[src/rtl/jtdd_vtiming_gen.sv]
// -----------------------------------------------------------------------------
// jtdd_vtiming_gen
// Parametrised video timing generator for the JTDD video subsystem.
// Produces pixel/line counters, blanking and sync flags, delayed active-low
// blanking, a programmable line interrupt strobe and a mid-screen level.
// Flip screen is applied to HPOS/VPOS and latched once per frame, on the edge
// where vcnt enters VB_START.
//
// Ports
//   clk        in   system clock
//   rst        in   asynchronous active-low reset
//   pxl_cen    in   pixel clock enable; all state advances only when high
//   flip       in   flip-screen request
//   irq_vcmp   in   [VW] line number that triggers irq_stb
//   HPOS       out  [HW] horizontal position, flip applied
//   VPOS       out  [VW] vertical position, flip applied
//   HBL, VBL   out  horizontal / vertical blank, active high
//   HS, VS     out  horizontal / vertical sync, active high
//   LHBL_dly   out  ~HBL delayed BLK_DLY pixel ticks
//   LVBL_dly   out  ~VBL delayed BLK_DLY pixel ticks
//   irq_stb    out  one-clk strobe at the start of line irq_vcmp
//   ims        out  vcnt[IMS_BIT], never flipped
//   frame_cnt  out  [8] frame counter, only when JTDD_VTIMING_FCNT_EN is defined
//
// Optional feature macro: JTDD_VTIMING_FCNT_EN
// -----------------------------------------------------------------------------
module jtdd_vtiming_gen #(
   parameter int HW       = 9,
   parameter int VW       = 9,
   parameter int HTOTAL   = 384,
   parameter int VTOTAL   = 272,
   parameter int HB_START = 256,
   parameter int HB_END   = 0,
   parameter int HS_START = 296,
   parameter int HS_END   = 328,
   parameter int VB_START = 248,
   parameter int VB_END   = 8,
   parameter int VS_START = 252,
   parameter int VS_END   = 255,
   parameter int BLK_DLY  = 2,
   parameter int IMS_BIT  = 3
) (
   input  logic          clk,
   input  logic          rst,
   input  logic          pxl_cen,
   input  logic          flip,
   input  logic [VW-1:0] irq_vcmp,
   output logic [HW-1:0] HPOS,
   output logic [VW-1:0] VPOS,
   output logic          HBL,
   output logic          VBL,
   output logic          HS,
   output logic          VS,
   output logic          LHBL_dly,
   output logic          LVBL_dly,
   output logic          irq_stb,
   output logic          ims
`ifdef JTDD_VTIMING_FCNT_EN
   ,
   output logic [7:0]    frame_cnt
`endif
);

   localparam logic [HW-1:0] H_LAST = HW'(HTOTAL - 1);
   localparam logic [VW-1:0] V_LAST = VW'(VTOTAL - 1);
   localparam logic [HW-1:0] HB_S   = HW'(HB_START);
   localparam logic [HW-1:0] HB_E   = HW'(HB_END);
   localparam logic [HW-1:0] HS_S   = HW'(HS_START);
   localparam logic [HW-1:0] HS_E   = HW'(HS_END);
   localparam logic [VW-1:0] VB_S   = VW'(VB_START);
   localparam logic [VW-1:0] VB_E   = VW'(VB_END);
   localparam logic [VW-1:0] VS_S   = VW'(VS_START);
   localparam logic [VW-1:0] VS_E   = VW'(VS_END);

   logic [HW-1:0] hcnt, hcnt_nxt;
   logic [VW-1:0] vcnt, vcnt_nxt;
   logic          line_start;
   logic          flip_l, flip_nxt;

   // Next-state values are shared by the counters and the registered
   // flags/positions so that everything lines up with the counter edge.
   always_comb begin
      line_start = (hcnt == H_LAST);
      hcnt_nxt   = line_start ? '0 : hcnt + 1'b1;
      vcnt_nxt   = vcnt;
      if (line_start) vcnt_nxt = (vcnt == V_LAST) ? '0 : vcnt + 1'b1;
      flip_nxt   = (line_start && vcnt_nxt == VB_S) ? flip : flip_l;
   end

   always_ff @(posedge clk or negedge rst) begin
      if (!rst) begin
         hcnt    <= '0;
         vcnt    <= '0;
         flip_l  <= 1'b0;
         HPOS    <= '0;
         VPOS    <= '0;
         HBL     <= 1'b1;
         VBL     <= 1'b1;
         HS      <= 1'b0;
         VS      <= 1'b0;
         irq_stb <= 1'b0;
      end else begin
         irq_stb <= 1'b0;
         if (pxl_cen) begin
            hcnt   <= hcnt_nxt;
            vcnt   <= vcnt_nxt;
            flip_l <= flip_nxt;
            // Positions use the flip value taking effect on this same edge
            HPOS   <= hcnt_nxt ^ {HW{flip_nxt}};
            VPOS   <= vcnt_nxt ^ {VW{flip_nxt}};

            // Clear is tested first so START==END leaves the flag low
            if      (hcnt_nxt == HB_E) HBL <= 1'b0;
            else if (hcnt_nxt == HB_S) HBL <= 1'b1;
            if      (hcnt_nxt == HS_E) HS  <= 1'b0;
            else if (hcnt_nxt == HS_S) HS  <= 1'b1;

            if (line_start) begin
               if      (vcnt_nxt == VB_E) VBL <= 1'b0;
               else if (vcnt_nxt == VB_S) VBL <= 1'b1;
               if      (vcnt_nxt == VS_E) VS  <= 1'b0;
               else if (vcnt_nxt == VS_S) VS  <= 1'b1;
               // vcnt_nxt never exceeds VTOTAL-1, so out-of-range compares never fire
               irq_stb <= (vcnt_nxt == irq_vcmp);
            end
         end
      end
   end

   assign ims = vcnt[IMS_BIT];

   generate
      if (BLK_DLY == 0) begin : g_nodly
         assign LHBL_dly = ~HBL;
         assign LVBL_dly = ~VBL;
      end else if (BLK_DLY == 1) begin : g_dly1
         logic hdly, vdly;
         always_ff @(posedge clk or negedge rst) begin
            if (!rst) begin
               hdly <= 1'b0;
               vdly <= 1'b0;
            end else if (pxl_cen) begin
               hdly <= ~HBL;
               vdly <= ~VBL;
            end
         end
         assign LHBL_dly = hdly;
         assign LVBL_dly = vdly;
      end else begin : g_dlyn
         logic [BLK_DLY-1:0] hdly, vdly;
         always_ff @(posedge clk or negedge rst) begin
            if (!rst) begin
               hdly <= '0;
               vdly <= '0;
            end else if (pxl_cen) begin
               hdly <= {hdly[BLK_DLY-2:0], ~HBL};
               vdly <= {vdly[BLK_DLY-2:0], ~VBL};
            end
         end
         assign LHBL_dly = hdly[BLK_DLY-1];
         assign LVBL_dly = vdly[BLK_DLY-1];
      end
   endgenerate

`ifdef JTDD_VTIMING_FCNT_EN
   always_ff @(posedge clk or negedge rst) begin
      if (!rst)                                        frame_cnt <= '0;
      else if (pxl_cen && line_start && vcnt == V_LAST) frame_cnt <= frame_cnt + 8'd1;
   end
`endif

endmodule

[config.mk]
export PLATFORM = sky130hd
export DESIGN_NAME = jtdd_vtiming_gen
export DESIGN_NICKNAME = d
export VERILOG_FILES = /design/src/rtl/jtdd_vtiming_gen.sv
export SDC_FILE = /design/constraint.sdc
export NUM_CORES = 1
export LEC_CHECK = 0
export BUFFER_PORTS_ARGS = -buffer_cell sky130_fd_sc_hd__buf_2
export CAP_MARGIN = 10
export CORE_ASPECT_RATIO = 1.5
export CORE_MARGIN = 1.5
export CORE_UTILIZATION = 50
export CTS_CLUSTER_DIAMETER = 150
export DETAILED_ROUTE_END_ITERATION = 12
export PLACE_DENSITY = 0.82
export SLEW_MARGIN = 20
export SYNTH_ARGS = -nofsm -noshare
export SYNTH_HDL_FRONTEND = slang
export SYNTH_SLANG_ARGS = --single-unit
[constraint.sdc]
create_clock -name clk -period 4.1 [get_ports clk]
set_clock_uncertainty 0.05 [all_clocks]
set_input_delay 0.41 -clock clk [delete_from_list [all_inputs] [get_ports clk]]
set_output_delay 0.41 -clock clk [all_outputs]
set_load 0.02 [all_outputs]
### Word level (Yosys, flattened, before mapping)

Cells that the tools add are included.

| word-level totals | value |
|---|---|
| register bits after elaboration | 46 |
| input bits | 13 |
| output and inout bits | 26 |
| logic and storage cells | 52 |

| operators by class | value |
|---|---|
| $add $sub $neg | 2 |
| equality and inequality tests | 10 |
| multiplexer cells | 14 |
| bitwise operators | 4 |
| reduce and logical (&&, ||, !) cells | 10 |

Operators by type and width:

| operator | number |
|---|---|
| $eq A9 B9 Y1 const B | 5 |
| $eq A9 B8 Y1 const B | 3 |
| $mux W9 | 3 |
| $add A9 B1 Y9 const B | 2 |
| $xor A9 B9 Y9 | 2 |
| $mux W1 | 11 |
| $eq A9 B4 Y1 const B | 1 |
| $eq A9 B9 Y1 | 1 |
| $logic_not A9 Y1 | 1 |
| $reduce_bool A2 Y1 | 4 |
| $reduce_and A3 Y1 | 2 |
| $reduce_and A2 Y1 | 2 |
| $not A1 Y1 | 2 |
| $logic_and A1 B1 Y1 | 1 |

### Logic depth before layout (Yosys ltp)

| logic depth | value |
|---|---|
| depth after elaboration | 7 |
| gate-level depth with buffers | 10 |
| gate-level depth less buffers | 8 |

### Least setup slack after synthesis

Ideal clock, no wire load.

| path | value |
|---|---|
| path type | flip-flop to flip-flop |
| from | register vcnt[6] |
| to | register HPOS[8] |
| library setup time | 0.140 ns |
| arrival | 2.549 ns |
| required time | 3.910 ns |
| path slack | 1.362 ns |
| cell stages (with the launch flop) | 10 |
| path buffers | 2 |
| period minus slack after synthesis | 2.738 ns |
| cell sequence | dfrtp_1 -> buf_6 -> or4b_4 -> or3_4 -> and3_4 -> a211oi_4 -> and3_1 -> buf_4 -> mux2i_1 -> o32ai_2 |

| between the ends | value |
|---|---|
| word-level cells in the longest chain between the ends | 7 |
| elaborated cells on any way between the ends | 8 |
| classes of those cells | add/sub: 1; eq/ne: 2; mux: 3; bitwise: 1; reduce/logical: 1 |

Ends and longest elaborated chain:

| element | line | source |
|---|---|---|
| start: declaration | 76 | `logic [VW-1:0] vcnt, vcnt_nxt;` |
| start signal: assignment | 106 | `vcnt <= vcnt_nxt;` |
| $add A9 B1 Y9 / $eq A9 B9 Y1 (equally long branches) | 86 | `if (line_start) vcnt_nxt = (vcnt == V_LAST) ? '0 : vcnt + 1'b1;` |
| $mux W9 | 86 |  |
| $mux W9 * | 86 |  |
| $eq A9 B8 Y1 * | 87 | `flip_nxt = (line_start && vcnt_nxt == VB_S) ? flip : flip_l;` |
| $logic_and A1 B1 Y1 * | 87 |  |
| $mux W1 * | 87 |  |
| $xor A9 B9 Y9 * | 109 | `HPOS <= hcnt_nxt ^ {HW{flip_nxt}};` |
| end signal: assignment | 109 |  |
| end: declaration | 48 | `output logic [HW-1:0] HPOS,` |

Every way passes the cells marked *; elsewhere a longest branch is shown, timed or not.
A chain may end at the register's enable or synchronous reset.

### Worst setup path after layout

| path | value |
|---|---|
| from | register vcnt[5] |
| to | register VPOS[2] |

| between the ends | value |
|---|---|
| word-level cells in the longest chain between the ends | 7 |
| elaborated cells on any way between the ends | 8 |
| classes of those cells | add/sub: 1; eq/ne: 2; mux: 3; bitwise: 1; reduce/logical: 1 |

Ends and longest elaborated chain:

| element | line | source |
|---|---|---|
| $add A9 B1 Y9 / $eq A9 B9 Y1 (equally long branches) | 86 |  |
| $mux W9 | 86 |  |
| $mux W9 * | 86 |  |
| $eq A9 B8 Y1 | 87 |  |
| $logic_and A1 B1 Y1 | 87 |  |
| $mux W1 | 87 |  |
| $xor A9 B9 Y9 * | 110 | `VPOS <= vcnt_nxt ^ {VW{flip_nxt}};` |
| end signal: assignment | 110 |  |
| end: declaration | 49 | `output logic [VW-1:0] VPOS,` |

Marks and branches as above.

==> results_dict.tcl <==
set metrics [dict create \
    final_common_cell "dfrtp_1" \
    remaining_drc_errors 0 \
    cp.required_ps 4250 \
    async_flop_share_pct 100.0 \
    drtAntennaViolNets 0 \
    synth_fa_ha_area_share_pct 0.9050 \
    startpoint_type "flip-flop" \
    r2r-start "vcnt[5]" \
    critPathKind "reg -> reg" \
    antenna_cells 0 \
    final_layout_size_suffix_gt1_share_pct 20.00 \
    grt_use_met2_pct 41.58 \
    synth_top_family_by_area "simple AND/OR/NAND/NOR gates" \
    power_density_nw_per_um2 398.5 \
    cts-root-buf "clkbuf_8" \
    status "completed" \
    ys_seq_area_share_pct 41.72 \
    cts_tree "built" \
    period_minus_slack_ps 3168 \
    dp_hpwl_um 4889 \
    hold_ws_ps 43.12 \
    synth-main-ff-cell "dfrtp_1" \
    nets 354 \
    grt.met1_usage_pct 30.60 \
    syn_area_um2 2765 \
    coreArea_um2 5409 \
    grt_most_used_layer "met2" \
    grt_first_pass_wirelength_um 11520 \
    post-cts-setup-buffer-count 0 \
    place_area_um2 2984 \
    fill_cells 499 \
    arrival_ps 3310 \
    finalSetupTns_ps 0 \
    period_share_pct 77.27 \
    p_sw_mw 0.4484 \
    synth-simple-area-share_pct 23.80 \
    clock-sinks 46 \
    synth_compound_area_share_pct 16.43 \
    initialDrtViolationCount 117 \
    power_mw 1.226 \
    cts_hold_buf 0 \
    drv_cap 0 \
    ir_drop_mv 0.1924 \
    htreeDepth 2 \
    fp.dieW_um 63.72 \
    design.die.area_um2 5995 \
    hold_class "in -> async" \
    rows 33 \
    worst_setup_path_end_kind "flip-flop" \
    synth_cell_types 50 \
    grt_pass1_vias 2367 \
    grt_use_total_pct 24.75 \
    synth_edf_count 0 \
    max_freq_mhz 315.6 \
    synth.avg_cell_area_um2 8.920 \
    gp_congestion 0.9178 \
    r2r_setup_slack_ps 930 \
    yosys_register_bits 46 \
    comb_power_share_pct 26.9 \
    crit_fanout 13 \
    power_switching_share_pct 36.57 \
    layout_common_cells "44 x dfrtp_1, 40 x nand2_1, 37 x buf_2" \
    worst_r2r_endpoint "VPOS[2]" \
    numCtsBuffers 5 \
    p_leak_nw 1.238 \
    clkPwrFrac_pct 23.6 \
    clkTransAtPathRegs_ps 100 \
    wl_per_cell_um 16.55 \
    cts_resized 0 \
    via_per_inst 6.100 \
    reg2regPathDepth 7 \
    drt_wl_total_um 6785 \
    first_pass_iters 5 \
    fp.dieH_um 94.08 \
    synthCells 310 \
    max-slew-margin-rel_pct 45.96 \
    maxSlewViolCount 0 \
    pwr-share-seq_pct 49.5 \
    synth_xor_xnor_area_share_pct 8.869 \
    synth.mux.area_fraction_pct 3.439 \
    setup_viol 0 \
    cts_max_path_buffers 2 \
    initial_core_util_pct 51.12 \
    syn_nets 325 \
    hold_violations 0 \
    area_delta_synth_final_pct 11.27 \
    tightest_slew_ps 802.2 \
    ios 39 \
    vias 2501 \
    clock_latency_ps 310 \
    use_met3_pct 2.878 \
    rsz0062_at_grt "false" \
    grt_max_degree 47 \
    design_area_um2 3077 \
    antenna_found_initial 0 \
    intPower_mw 0.7777 \
    port_buffers 38 \
    ys_warn_count 0 \
    grt.overflow.total 0 \
]
==> cell families (layout without fill, tap and decap cells) <==
kind of cell	after synthesis	in the layout
and+or+nand+nor	128	128
AOI/OAI and AO/OA	65	65
DFF	46	46
buffers and inverters	32	62
xor gates and xnor gates	28	28
muxes	9	9
adders and majority gates	2	2
==> Yosys cell counts (3+ instances only) <==
cell	number	area, um2
nand2_1	40	150.1
mux2i_1	5	50.05
nand4_1	6	37.54
a31oi_1	5	31.28
and4_1	3	26.28
o21ai_0	18	90.09
xnor2_1	21	183.9
mux2_2	4	45.04
inv_1	11	41.29
clkbuf_1	16	60.06
nand3_1	19	95.09
dfrtp_1	44	1101
o2111ai_1	10	87.58
xor2_1	7	61.31
or3_1	7	43.79
nor2_1	20	75.07
or4_1	3	22.52
or2_2	4	25.02
and3_1	3	18.77
a21oi_1	15	75.07
nor3_1	10	50.05
==> registers in the layout, summed over array words and instances (netlist names) <==
signal       count
HBL              1
HPOS             9
HS               1
VBL              1
VPOS             9
VS               1
flip_l           1
g_dlyn.hdly      2
g_dlyn.vdly      2
hcnt             9
irq_stb          1
vcnt             9
==> metrics by stage <==
stage | worst slack, ps | util, % | instances
final | 931.8 | 56.88 | 410
after global routing | 778.0 | 56.88 | 410
after CTS | 945.6 | 56.84 | 410
after detailed placement | 944.4 | 55.17 | 402
after global placement | 1050 | 55.17 | 402
after floorplan | 1362 | - | 310
==> how the worst max path moves through the flow <==
stage | from | end | slack [ps] | cells after the start
floorplan | vcnt[6] | HPOS[8] | 1360 | 9
global placement | vcnt[5] | VPOS[2] | 1050 | 7
detailed placement | vcnt[5] | VPOS[2] | 940 | 7
CTS | vcnt[5] | VPOS[2] | 950 | 7
global route | hcnt[0] | HPOS[6] | 780 | 8
finish | vcnt[5] | VPOS[2] | 930 | 7
==> power groups by stage <==
stage / logic (mW) / clock network (mW) / registers, mW
3_5_place_dp: 0.326 / 0 / 0.615
2_1_floorplan: 0.221 / 0 / 0.616
4_1_cts: 0.327 / 0.291 / 0.606
6_report: 0.330 / 0.289 / 0.607
5_1_grt: 0.367 / 0.307 / 0.622
3_3_place_gp: 0.321 / 0 / 0.610
==> worst max-delay path, stage by stage (launching register included) <==
cell and delay (ps):
dfrtp_1 490, or4b_4 590, or3_4 420, and3_4 190, a211oi_4 370, nand3_2 340, and3_1 290, o32a_1 320
==> cell type report <==
type,instances,area [um2],area share (%)
Clock buffer,5,68.82,2.237
Inverter,12,45.04,1.464
Clock inverter,3,21.27,0.6913
Timing Repair Buffer,42,222.7,7.239
Multi-Input combinational cell,232,1478,48.03
Sequential cell,46,1154,37.50
Tap cell,70,87.58,2.847
==> routing by layer <==
| metal | vias to the layer above | wire (um) |
|---|---|---|
| li1 | 1183 | - |
| met1 | 1179 | 2713 |
| met2 | 113 | 3451 |
| met3 | 26 | 343 |
| met4 | 0 | 277 |
| met5 | - | 0 |
(Power assumes the default switching activity.)
